[src/rtl/fetch_decode_if.sv]
// fetch_decode_if: bus bundle between the fetch/decode sequencer and its
// neighbours (instruction ROM, register bank, ALU).
//   master (sequencer): drives imem_addr, addr1, addr2, addrdest, alu_op,
//                       control, halted; receives imem_rdata, status.
//   slave  (system)   : the mirror image.
// Parameter PC_WIDTH sets the instruction-address width.
interface fetch_decode_if #(
  parameter int PC_WIDTH = 8
) ();
  logic [PC_WIDTH-1:0] imem_addr;
  logic [15:0]         imem_rdata;
  logic [3:0]          status;
  logic [3:0]          addr1;
  logic [3:0]          addr2;
  logic [3:0]          addrdest;
  logic [3:0]          alu_op;
  logic                control;
  logic                halted;

  modport master (
    output imem_addr,
    input  imem_rdata,
    input  status,
    output addr1,
    output addr2,
    output addrdest,
    output alu_op,
    output control,
    output halted
  );

  modport slave (
    input  imem_addr,
    output imem_rdata,
    output status,
    input  addr1,
    input  addr2,
    input  addrdest,
    input  alu_op,
    input  control,
    input  halted
  );
endinterface

[src/rtl/fetch_decode.sv]
// fetch_decode: four-phase instruction sequencer (FETCH, DECODE, EXECUTE,
// WRITEBACK, plus sticky HALT). Fetches 16-bit instructions from a
// synchronous ROM, decodes register addresses / ALU opcode, emits a one-cycle
// register-bank write strobe and keeps the program counter.
// Ports:
//   clk    - system clock, rising edge
//   reset  - asynchronous, active-high reset
//   enable - global run enable; low freezes all state and masks control
//   bus    - fetch_decode_if.master (ROM address/data, ALU status, decoded
//            register addresses, alu_op, control strobe, halted flag)
// Build option: define FETCH_DECODE_BRANCH_EN to implement JMP (0xC) and
// BZ (0xD) with the zero flag; otherwise both execute as NOP, there is no
// zero flag and status is ignored.
module fetch_decode #(
  parameter int PC_WIDTH = 8
) (
  input  logic           clk,
  input  logic           reset,
  input  logic           enable,
  fetch_decode_if.master bus
);

  typedef enum logic [2:0] {
    S_FETCH     = 3'd0,
    S_DECODE    = 3'd1,
    S_EXECUTE   = 3'd2,
    S_WRITEBACK = 3'd3,
    S_HALT      = 3'd4
  } state_t;

  localparam logic [3:0] OP_JMP  = 4'hC;
  localparam logic [3:0] OP_BZ   = 4'hD;
  localparam logic [3:0] OP_HALT = 4'hF;

  // Opcodes 0x1..0xB go through the ALU and are written back.
  function automatic logic is_alu_op(input logic [3:0] op);
    return (op >= 4'h1) && (op <= 4'hB);
  endfunction

  // Jump target: 8-bit field truncated or zero-extended to the PC width.
  function automatic logic [PC_WIDTH-1:0] jump_target(input logic [7:0] t);
    logic [PC_WIDTH-1:0] r;
    r = '0;
    for (int i = 0; (i < PC_WIDTH) && (i < 8); i++) begin
      r[i] = t[i];
    end
    return r;
  endfunction

  state_t              state_q, state_d;
  logic [PC_WIDTH-1:0] pc_q, pc_d;
  logic [15:0]         ir_q;
  logic [3:0]          alu_op_q;
  logic                control_q;
  logic                halted_q;
  logic [3:0]          op_s;
  logic                take_branch_s;
  logic [PC_WIDTH-1:0] pc_inc_s;
  logic [PC_WIDTH-1:0] target_s;

  assign op_s     = ir_q[15:12];
  assign pc_inc_s = pc_q + {{(PC_WIDTH-1){1'b0}}, 1'b1};
  assign target_s = jump_target(ir_q[7:0]);

`ifdef FETCH_DECODE_BRANCH_EN
  logic zflag_q;
  logic status_unused;
  assign status_unused = ^bus.status[3:1];

  // Branch decision from the instruction held in ir and the zero flag.
  always_comb begin
    take_branch_s = 1'b0;
    if (op_s == OP_JMP) begin
      take_branch_s = 1'b1;
    end else if (op_s == OP_BZ) begin
      take_branch_s = zflag_q;
    end else begin
      take_branch_s = 1'b0;
    end
  end
`else
  logic status_unused;
  assign status_unused = ^bus.status;
  assign take_branch_s = 1'b0;
`endif

  // Next-state and next-PC selection; pc only moves at the end of WRITEBACK.
  always_comb begin
    state_d = state_q;
    pc_d    = pc_q;
    case (state_q)
      S_FETCH:     state_d = S_DECODE;
      S_DECODE:    state_d = S_EXECUTE;
      S_EXECUTE:   state_d = S_WRITEBACK;
      S_WRITEBACK: begin
        if (op_s == OP_HALT) begin
          state_d = S_HALT;
        end else begin
          state_d = S_FETCH;
          pc_d    = take_branch_s ? target_s : pc_inc_s;
        end
      end
      S_HALT:      state_d = S_HALT;
      default:     state_d = S_FETCH;
    endcase
  end

  // Sequencer state and registered outputs; enable low freezes everything.
  always_ff @(posedge clk or posedge reset) begin
    if (reset) begin
      state_q   <= S_FETCH;
      pc_q      <= '0;
      ir_q      <= 16'h0000;
      alu_op_q  <= 4'h0;
      control_q <= 1'b0;
      halted_q  <= 1'b0;
`ifdef FETCH_DECODE_BRANCH_EN
      zflag_q   <= 1'b0;
`endif
    end else if (enable) begin
      state_q  <= state_d;
      pc_q     <= pc_d;
      halted_q <= (state_d == S_HALT);
      // Strobe is pre-decoded so it is a flop output during WRITEBACK.
      control_q <= (state_d == S_WRITEBACK) && is_alu_op(op_s);
      // ROM data is valid in DECODE (one cycle after the FETCH address).
      if (state_q == S_DECODE) begin
        ir_q     <= bus.imem_rdata;
        alu_op_q <= is_alu_op(bus.imem_rdata[15:12]) ? bus.imem_rdata[15:12] : 4'h0;
      end
`ifdef FETCH_DECODE_BRANCH_EN
      if ((state_q == S_WRITEBACK) && is_alu_op(op_s)) begin
        zflag_q <= bus.status[0];
      end
`endif
    end
  end

  assign bus.imem_addr = pc_q;
  assign bus.addr1     = ir_q[7:4];
  assign bus.addr2     = ir_q[3:0];
  assign bus.addrdest  = ir_q[11:8];
  assign bus.alu_op    = alu_op_q;
  // A stall masks the strobe at once; it reappears for the resumed cycle.
  assign bus.control   = control_q & enable;
  assign bus.halted    = halted_q;

endmodule

[src/flat_wrapper.sv]
// flat-port wrapper written by rule: the top's interface ports become plain ports
module fetch_decode_flat 
#(
  parameter int PC_WIDTH = 8
)
  (clk, reset, enable, bus_imem_addr, bus_imem_rdata, bus_status, bus_addr1, bus_addr2, bus_addrdest, bus_alu_op, bus_control, bus_halted);
  fetch_decode_if #(.PC_WIDTH(PC_WIDTH)) bus_i ();
  input  logic clk;
  input  logic reset;
  input  logic enable;
  output wire logic [$bits(bus_i.imem_addr)-1:0] bus_imem_addr;
  input wire logic [$bits(bus_i.imem_rdata)-1:0] bus_imem_rdata;
  input wire logic [$bits(bus_i.status)-1:0] bus_status;
  output wire logic [$bits(bus_i.addr1)-1:0] bus_addr1;
  output wire logic [$bits(bus_i.addr2)-1:0] bus_addr2;
  output wire logic [$bits(bus_i.addrdest)-1:0] bus_addrdest;
  output wire logic [$bits(bus_i.alu_op)-1:0] bus_alu_op;
  output wire logic [$bits(bus_i.control)-1:0] bus_control;
  output wire logic [$bits(bus_i.halted)-1:0] bus_halted;
  assign bus_imem_addr = bus_i.imem_addr;
  assign bus_i.imem_rdata = bus_imem_rdata;
  assign bus_i.status = bus_status;
  assign bus_addr1 = bus_i.addr1;
  assign bus_addr2 = bus_i.addr2;
  assign bus_addrdest = bus_i.addrdest;
  assign bus_alu_op = bus_i.alu_op;
  assign bus_control = bus_i.control;
  assign bus_halted = bus_i.halted;
  fetch_decode #(.PC_WIDTH(PC_WIDTH)) u_core (.clk(clk), .reset(reset), .enable(enable), .bus(bus_i));
endmodule
[config.mk]
export PLATFORM = sky130hd
export DESIGN_NAME = fetch_decode_flat
export DESIGN_NICKNAME = d
export VERILOG_FILES = /design/src/rtl/fetch_decode_if.sv /design/src/rtl/fetch_decode.sv /design/src/flat_wrapper.sv
export SDC_FILE = /design/constraint.sdc
export NUM_CORES = 1
export LEC_CHECK = 0
export ABC_AREA = 0
export CAP_MARGIN = 20
export CORE_ASPECT_RATIO = 1.4
export CORE_MARGIN = 2
export CORE_UTILIZATION = 25
export DETAILED_ROUTE_END_ITERATION = 12
export GPL_TIMING_DRIVEN = 0
export PLACE_DENSITY = 0.52
export SYNTH_ARGS = -nofsm -noshare
export SYNTH_HDL_FRONTEND = slang
export SYNTH_SLANG_ARGS = --single-unit
[constraint.sdc]
create_clock -name clk -period 1.8 [get_ports clk]
set_input_delay 0.36 -clock clk [delete_from_list [all_inputs] [get_ports clk]]
set_output_delay 0.36 -clock clk [all_outputs]
set_load 0.02 [all_outputs]
==> results of run 1 <==
kinds of logic after synthesis:
family          Yosys count  share of synthesized area (%)
flops                    33                          53.23
xor+xnor                  7                          3.952
simple gates             89                          29.11
mux                       2                          1.371
compound gates            6                          2.177
fa+ha+maj                 1                         0.8063
buf+inv                  24                          9.354
registers in the layout, summed over array words and instances, names as in the netlist:
name	count
u_core.bus.alu_op	4
u_core.bus.halted	1
u_core.bus.imem_addr	8
u_core.control_q	1
u_core.ir_q	16
u_core.state_q	3
worst paths after layout:
path                            cells past startpoint                      end               startpoint
worst min register to register                      1  u_core.bus.imem_addr[7]  u_core.bus.imem_addr[7]
worst max register to register                      4  u_core.bus.imem_addr[1]          u_core.ir_q[14]
worst max-delay path                                1         bus_imem_addr[2]  u_core.bus.imem_addr[2]
min in group asynchronous                           2  u_core.bus.imem_addr[6]                    reset
worst min-delay path                                1  u_core.bus.imem_addr[7]  u_core.bus.imem_addr[7]
max in group asynchronous                           3           u_core.ir_q[0]                    reset
area by class of cell:
class                   count  area [µm²]
plain buffers              20       133.9
clock buffers               7       96.34
inverters                   4       15.01
clock inverters             1       5.005
well taps                  72       90.09
repair buffers             48       504.2
fillers                   669        3875
multi-input cells         105       580.6
flip-flops and latches     33       825.8
metrics by stage:
step	instances	hold slack [ns]	cell area (µm²)	setup WS, ns
global placement	278	0.4549	2082	-0.3357
global route	290	0.5025	2251	0.001074
floorplan	162	0.4469	1551	0.4603
finish	290	0.4680	2251	0.05659
detailed placement	279	0.4601	2110	-0.3503
CTS	287	0.4772	2216	0.01060
power breakdown:
part / leakage (nW) / internal, mW / switching, mW
sequential: 0.418 / 1.02 / 0.196
combinational: 0.612 / 0.760 / 0.668
clock: 0.0542 / 0.346 / 0.277
total: 1.08 / 2.13 / 1.14
layer usage:
layer	part of all wire (%)	up-vias	track usage, %
met4	1.5	0	3.919
met5	0	-	0
met3	3.1	5	2.178
li1	-	622	-
met1	44	554	12.31
met2	52	22	18.21
repair_timing:
item,in CTS,in global routing
setup buffers,0,3
hold endpoints to repair,0,0
resized for setup,4,0
gates cloned,0,0
setup endpoints to repair,1,1
synth_stat cells (all sizes together):
cell type / number
nand2b: 1
nand4bb: 1
clkbuf: 2
buf: 18
nor3b: 1
ha: 1
or4: 1
nor4: 1
nand2: 60
o21ai: 2
and2: 1
mux2: 1
nand4b: 2
a31oi: 1
nand4: 2
and4bb: 1
dfrtp: 33
o22ai: 2
nand3: 6
nor2b: 2
and4: 1
inv: 4
nand3b: 2
nor4b: 2
a21oi: 1
nor3: 2
xor2: 7
mux2i: 1
nor2: 3
==> impl_metrics.json, run 1 <==
{
  "status": "finished, final reports clean",
  "cts_sinks": 33,
  "rsz0062_at_grt": "no",
  "die_area_mm2": 0.006861,
  "final_util_pct": 36.74,
  "clockBufferDepth": 2,
  "p_per_area_mw_per_mm2": 1452,
  "grt_pass1_wl_um": 5747,
  "synth_seq_area_share_pct": 53.23,
  "die_h_um": 97.21,
  "endpoint_kind": "primary output",
  "clk_latency_ns": 0.28,
  "grt_pass1_vias": 1258,
  "layout-drive-gt1-share_pct": 16.06,
  "cpLargestDelayFamily": "buffers and inverters",
  "fmax_mhz": 573.6,
  "rows": 34,
  "synth_top_area_share_pct": 53.23,
  "first_pass_iters": 4,
  "gp_congestion": 0.6881,
  "final_common_cell": "nand2_1",
  "irDropWorstVdd_mv": 0.5378,
  "drcViolationCount": 0,
  "cp_slowest_stage_delay_ns": 0.64,
  "syn-cell-area_mm2": 0.001551,
  "crit_chain": "clkdlybuf4s50_1",
  "io_pins": 49,
  "fin_crit_sh_pct": 96.86,
  "start_util_pct": 25.33,
  "max_slew_margin_pct": 51.92,
  "period_minus_slack_ns": 1.743,
  "fin_skew_ns": 0.007793,
  "p_leak_nw": 1.085,
  "final_cell_mix": "nand2_1, clkdlybuf4s50_1, dfrtp_1",
  "drt-initial-drc-count": 29,
  "cp-start-kind": "flip-flop",
  "slew_violations": 0,
  "final.setup.tns_ns": 0,
  "syn-instance-count": 162,
  "hold_viol": 0,
  "avgSynthCellArea_um2": 9.577,
  "critical_path_arrival_ns": 1.38,
  "yosys_warnings": 0,
  "hold_path_class": "flip-flop to flip-flop",
  "yosysTopAreaCell": "dfrtp_1",
  "coreArea_mm2": 0.006126,
  "antenna_found_initial": 0,
  "clk_pin_slew_ns": 0.07,
  "syn-num-nets": 186,
  "routed_wl_um": 3306,
  "area_delta_synth_final_pct": 45.08,
  "via_per_inst": 4.148,
  "ff2ff_setup_slack_ns": 0.37,
  "setup_viol": 0,
  "numCtsBuffers": 5,
  "place_hpwl_um": 2398,
  "path_class": "flip-flop to primary output",
  "n_antenna_cell": 0,
  "numPortBuffers": 44,
  "gr-usage-all-layers_pct": 10.39,
  "clock-root-buffer": "clkbuf_8",
  "die_w_um": 70.58,
  "layout.nets": 241,
  "wl_per_cell_um": 11.40,
  "vias": 1203,
  "detail-route-antenna-nets": 0,
  "cts_tree": "yes",
  "critPathMaxFanout": 6,
  "grt_max_degree": 19,
  "slowest_stage": "clkdlybuf4s50_1",
  "overflow": 0,
  "worst_pin_slew_ns": 0.7204,
  "required_ns": 1.44,
  "postCtsHoldBufs": 0,
  "synth_area_leaders": "dfrtp_1, nand2_1, buf_4, xor2_1, nand3_1",
  "cp_num_buf_inv": 1,
  "cts_max_level": 2,
  "maxCapViolCount": 0,
  "netlist-cell-type-count": 31,
  "total_power_mw": 3.269,
  "ys_ff_latch": 33
}
(Power assumes the default switching activity.)
==> inputs of run 2 (changes only) <==
CORE_MARGIN = default   (was 2)
==> run 2 against run 1 <==
Sequential share of layout area is 0.061 points higher. First-iteration DRC count rose by 6.9%. Via count increased by 1.7%. Critical path depth unchanged. Hold slack better by 0.0026 ns. Power is 3.3% higher.
==> impl_metrics.json, run 2 (same netlist as run 1, synthesis figures left out) <==
{
  "status": "finished, final reports clean",
  "grt_busiest_layer": "met2",
  "cp_slowest_stage_delay_ns": 0.64,
  "slew_violations": 0,
  "clock-root-buffer": "clkbuf_8",
  "met3_usage_pct": 2.153,
  "hold_path_class": "input port to async pin",
  "cts_max_level": 2,
  "area_delta_synth_final_pct": 44.84,
  "clk_pin_slew_ns": 0.07,
  "setup_ws_ns": 0.05775,
  "gr-usage-all-layers_pct": 11.69,
  "largest_register_ffs": 16,
  "first_pass_iters": 4,
  "numCtsBuffers": 5,
  "routed_wl_um": 3259,
  "setup_viol": 0,
  "slowest_stage": "clkdlybuf4s50_1",
  "place_hpwl_um": 2332,
  "final_util_pct": 38.06,
  "io_pins": 49,
  "fin_skew_ns": 0.008046,
  "numPortBuffers": 44,
  "cpLargestDelayFamily": "buffers and inverters",
  "rsz0062_at_grt": "no",
  "critPathMaxFanout": 6,
  "coreArea_mm2": 0.005904,
  "cts_sinks": 33,
  "grt_use_met1_pct": 14.02,
  "p_per_area_mw_per_mm2": 1502,
  "r2r_cells": 4,
  "cp-start-kind": "flip-flop",
  "cp_num_buf_inv": 1,
  "gp_congestion": 0.6862,
  "drt-initial-drc-count": 31,
  "layout.nets": 240,
  "wl_per_cell_um": 11.36,
  "fin_crit_sh_pct": 96.79,
  "start_util_pct": 26.28,
  "die_h_um": 95.21,
  "via_per_inst": 4.261,
  "n_antenna_cell": 0,
  "worst_pin_slew_ns": 0.6843,
  "rows": 33,
  "layout-drive-gt1-share_pct": 15.67,
  "grt_pass1_wl_um": 5637,
  "irDropWorstVdd_mv": 0.6497,
  "final_cell_mix": "nand2_1, clkdlybuf4s50_1, dfrtp_1",
  "cts_tree": "yes",
  "overflow": 0,
  "clk_latency_ns": 0.28,
  "crit_chain": "clkdlybuf4s50_1",
  "die_area_mm2": 0.006530,
  "final_common_cell": "nand2_1",
  "drcViolationCount": 0,
  "maxCapViolCount": 0,
  "endpoint_kind": "primary output",
  "max_slew_margin_pct": 54.33,
  "path_depth": 1,
  "required_ns": 1.44,
  "path_class": "flip-flop to primary output",
  "grt_pass1_vias": 1221,
  "place_ws_ns": -0.3686,
  "period_minus_slack_ns": 1.742,
  "clockBufferDepth": 2,
  "die_w_um": 68.58,
  "p_leak_nw": 1.078,
  "vias": 1223,
  "antenna_found_initial": 0,
  "regMostFlops": "u_core.ir_q",
  "grt.met2_usage_pct": 19.53,
  "critical_path_arrival_ns": 1.38,
  "detail-route-antenna-nets": 0,
  "grt_max_degree": 20,
  "hold_viol": 0,
  "fmax_mhz": 574.0
}
[run 2: cell types whose count changed in the layout (fill, tap and decap cells not counted)]
cell / previous run / this run
clkinv_2: 1 / 0
bufinv_16: 0 / 1
buf_12: 1 / 0
clkinvlp_4: 0 / 1
clkbuf_8: 7 / 6
[run 2: worst paths after layout]
path,slack (ns),to,from
max,0.06,bus_imem_addr[2],u_core.bus.imem_addr[2]
max reg2reg,0.37,u_core.bus.imem_addr[1],u_core.ir_q[14]
min reg2reg,0.47,u_core.bus.alu_op[0],u_core.bus.alu_op[0]
min in group clk,0.47,u_core.bus.alu_op[0],u_core.bus.alu_op[0]
min,0.47,u_core.bus.imem_addr[2],reset
max in group asynchronous,0.79,u_core.ir_q[9],reset
[run 2: power breakdown]
group | leakage, nW | switching (mW) | total (mW) | internal (mW)
Clock | 0.0574 | 0.276 | 0.726 | 0.450
Combinational | 0.603 | 0.669 | 1.42 | 0.755
Sequential | 0.418 | 0.203 | 1.22 | 1.02
Total | 1.08 | 1.15 | 3.38 | 2.23
[run 2: area by class of cell]
cell class / instances / area (µm²)
clock inverter: 2 / 37.54
clock buffer: 6 / 82.58
timing repair buffer: 47 / 484.2
multi-input combinational: 105 / 580.6
fill: 626 / 3657
tap: 70 / 87.58
sequential: 33 / 825.8
buffer: 20 / 133.9
inverter: 4 / 15.01
[run 2: repair_timing]
| action | CTS | global route |
|---|---|---|
| hold buffers | 0 | 0 |
| setup endpoints to repair | 1 | 0 |
| resized for setup | 4 | 0 |
| setup buffers | 2 | 0 |
[run 2: metrics by stage]
| stage | total power, mW | area (µm²) | TNS, ns | std cells | hold WS [ns] |
|---|---|---|---|---|---|
| 2_1_floorplan | 2.058 | 1551 | 0 | 162 | 0.4469 |
| 3_3_place_gp | 2.660 | 2079 | -6.518 | 276 | 0.4540 |
| 3_5_place_dp | 2.679 | 2107 | -0.5379 | 277 | 0.4590 |
| 4_1_cts | 3.438 | 2247 | 0 | 287 | 0.4737 |
| 5_1_grt | 3.613 | 2247 | 0 | 287 | 0.4982 |
| 6_report | 3.375 | 2247 | 0 | 287 | 0.4706 |
[run 2: per-layer routing]
metal / routed length, µm / share of wire, %
met3: 100 / 3.1
met4: 73 / 2.2
met5: 0 / 0
met2: 1602 / 49
met1: 1482 / 45
==> inputs of run 3 (changes only) <==
CORE_ASPECT_RATIO = default   (was 1.4)
==> run 3 against run 2 <==
Combinational power barely moved. First-iteration DRC count is 48% lower. Flip-flop and latch count stayed put. Clock power shrank 9.8%. Sequential share of layout area shrank 0.16 points. Core utilization is 0.16 points lower. Maximum frequency decreased by 0.18%. Critical path depth did not move. Sequential power about the same. Wire length is 3.7% lower. Hold slack lost 0.0056 ns. Clock-buffer cell count decreased by 1. Largest power group unchanged.
==> impl_metrics.json, run 3 (same netlist as run 1, synthesis figures left out) <==
{
  "io_pins": 49,
  "min_from": "u_core.bus.imem_addr[7]",
  "largest_register_ffs": 16,
  "rsz0062_at_grt": "no",
  "die_w_um": 80.78,
  "final_util_pct": 37.90,
  "drcViolationCount": 0,
  "period_minus_slack_ns": 1.745,
  "final_common_cell": "nand2_1",
  "numCtsBuffers": 5,
  "p_leak_nw": 1.084,
  "cpLargestDelayFamily": "buffers and inverters",
  "coreArea_mm2": 0.005956,
  "drt-initial-drc-count": 16,
  "clk_pin_slew_ns": 0.06,
  "via_per_inst": 4.185,
  "fmax_mhz": 572.9,
  "endpoint_kind": "primary output",
  "die_area_mm2": 0.006525,
  "n_antenna_cell": 0,
  "critical_path_arrival_ns": 1.39,
  "r2r-start": "u_core.ir_q[14]",
  "cp_slowest_stage_delay_ns": 0.65,
  "hold_viol": 0,
  "cts_sinks": 33,
  "num-fill-cells": 627,
  "area_delta_synth_final_pct": 45.48,
  "wl_per_cell_um": 10.75,
  "grt_max_degree": 19,
  "cp-start-kind": "flip-flop",
  "status": "finished, final reports clean",
  "maxCapViolCount": 0,
  "r2r_cells": 4,
  "clk_latency_ns": 0.28,
  "hold_path_depth": 1,
  "layout.nets": 241,
  "critPathMaxFanout": 6,
  "gp_congestion": 0.6896,
  "clockBufferDepth": 2,
  "setup_viol": 0,
  "cp_num_buf_inv": 1,
  "grt_pass1_wl_um": 5347,
  "grt_pass1_vias": 1151,
  "worst_pin_slew_ns": 0.7042,
  "slew_violations": 0,
  "irDropWorstVdd_mv": 0.5647,
  "routed_wl_um": 3138,
  "hold_path_class": "flip-flop to flip-flop",
  "crit_chain": "clkdlybuf4s50_1",
  "fin_crit_sh_pct": 96.96,
  "die_h_um": 80.78,
  "detail-route-antenna-nets": 0,
  "rows": 28,
  "path_class": "flip-flop to primary output",
  "postCtsHoldBufs": 0,
  "final.setup.tns_ns": 0,
  "hold_slack_ns": 0.4650,
  "gr-usage-all-layers_pct": 10.86,
  "final_cell_mix": "nand2_1, clkdlybuf4s50_1, dfrtp_1",
  "hold_end": "u_core.bus.imem_addr[7]",
  "place_ws_ns": -0.3500,
  "regMostFlops": "u_core.ir_q",
  "cts_tree": "yes",
  "clock-root-buffer": "clkbuf_8",
  "numPortBuffers": 44,
  "antenna_found_initial": 0,
  "vias": 1222,
  "required_ns": 1.44,
  "first_pass_iters": 4,
  "place_hpwl_um": 2267,
  "max_slew_margin_pct": 53.00,
  "regToRegEndpoint": "u_core.bus.imem_addr[1]",
  "start_util_pct": 26.05,
  "p_per_area_mw_per_mm2": 1462,
  "slowest_stage": "clkdlybuf4s50_1",
  "layout-drive-gt1-share_pct": 15.67,
  "cts_max_level": 2,
  "setup_ws_ns": 0.05464,
  "fin_skew_ns": 0.007692,
  "ff2ff_setup_slack_ns": 0.36,
  "overflow": 0
}
[run 3: changes by cell type in the layout (fill, tap and decap cells not counted)]
cell	change
clkinvlp_4	-1
clkbuf_8	-1
clkinv_2	+1
buf_12	+1
[run 3: what timing repair did]
item | 4_1_cts | 5_1_grt
gates resized for setup | 4 | 0
setup endpoints to repair | 1 | 1
hold endpoints to repair | 0 | 0
buffers inserted | 0 | 3
[run 3: area by class of cell]
cell class,count,area (µm²),share of cell area (%)
Multi-Input combinational cell,105,580.6,25.72
Tap cell,75,93.84,4.157
Sequential cell,33,825.8,36.59
Clock buffer,5,68.82,3.049
Buffer,20,133.9,5.931
Inverter,4,15.01,0.6652
Timing Repair Buffer,48,504.2,22.34
Clock inverter,2,35.03,1.552
[run 3: worst max-delay path by stage]
stage	from	to	cells past startpoint
finish	u_core.bus.imem_addr[2]	bus_imem_addr[2]	1
global route	u_core.bus.imem_addr[2]	bus_imem_addr[2]	1
CTS	enable	bus_control	4
detailed placement	enable	bus_control	4
global placement	enable	bus_control	4
floorplan	u_core.ir_q[14]	u_core.bus.imem_addr[1]	4
[run 3: metrics by stage]
step	area (µm²)	power, mW	cells
2_1_floorplan	1551	2.058	162
3_3_place_gp	2086	2.645	281
3_5_place_dp	2113	2.665	282
4_1_cts	2222	3.350	289
5_1_grt	2257	3.535	292
6_report	2257	3.300	292
[run 3: routing by layer]
metal	part of all wire [%]	GRT usage [%]
met5	0	0
met4	2.1	4.821
met3	5.1	3.146
met2	43	16.36
met1	49	14.41
[run 3: where the power goes]
part,total (mW),switching (mW),internal [mW],leakage [nW]
combinational,1.42,0.662,0.759,0.612
sequential,1.22,0.201,1.02,0.418
clock,0.655,0.253,0.402,0.0540
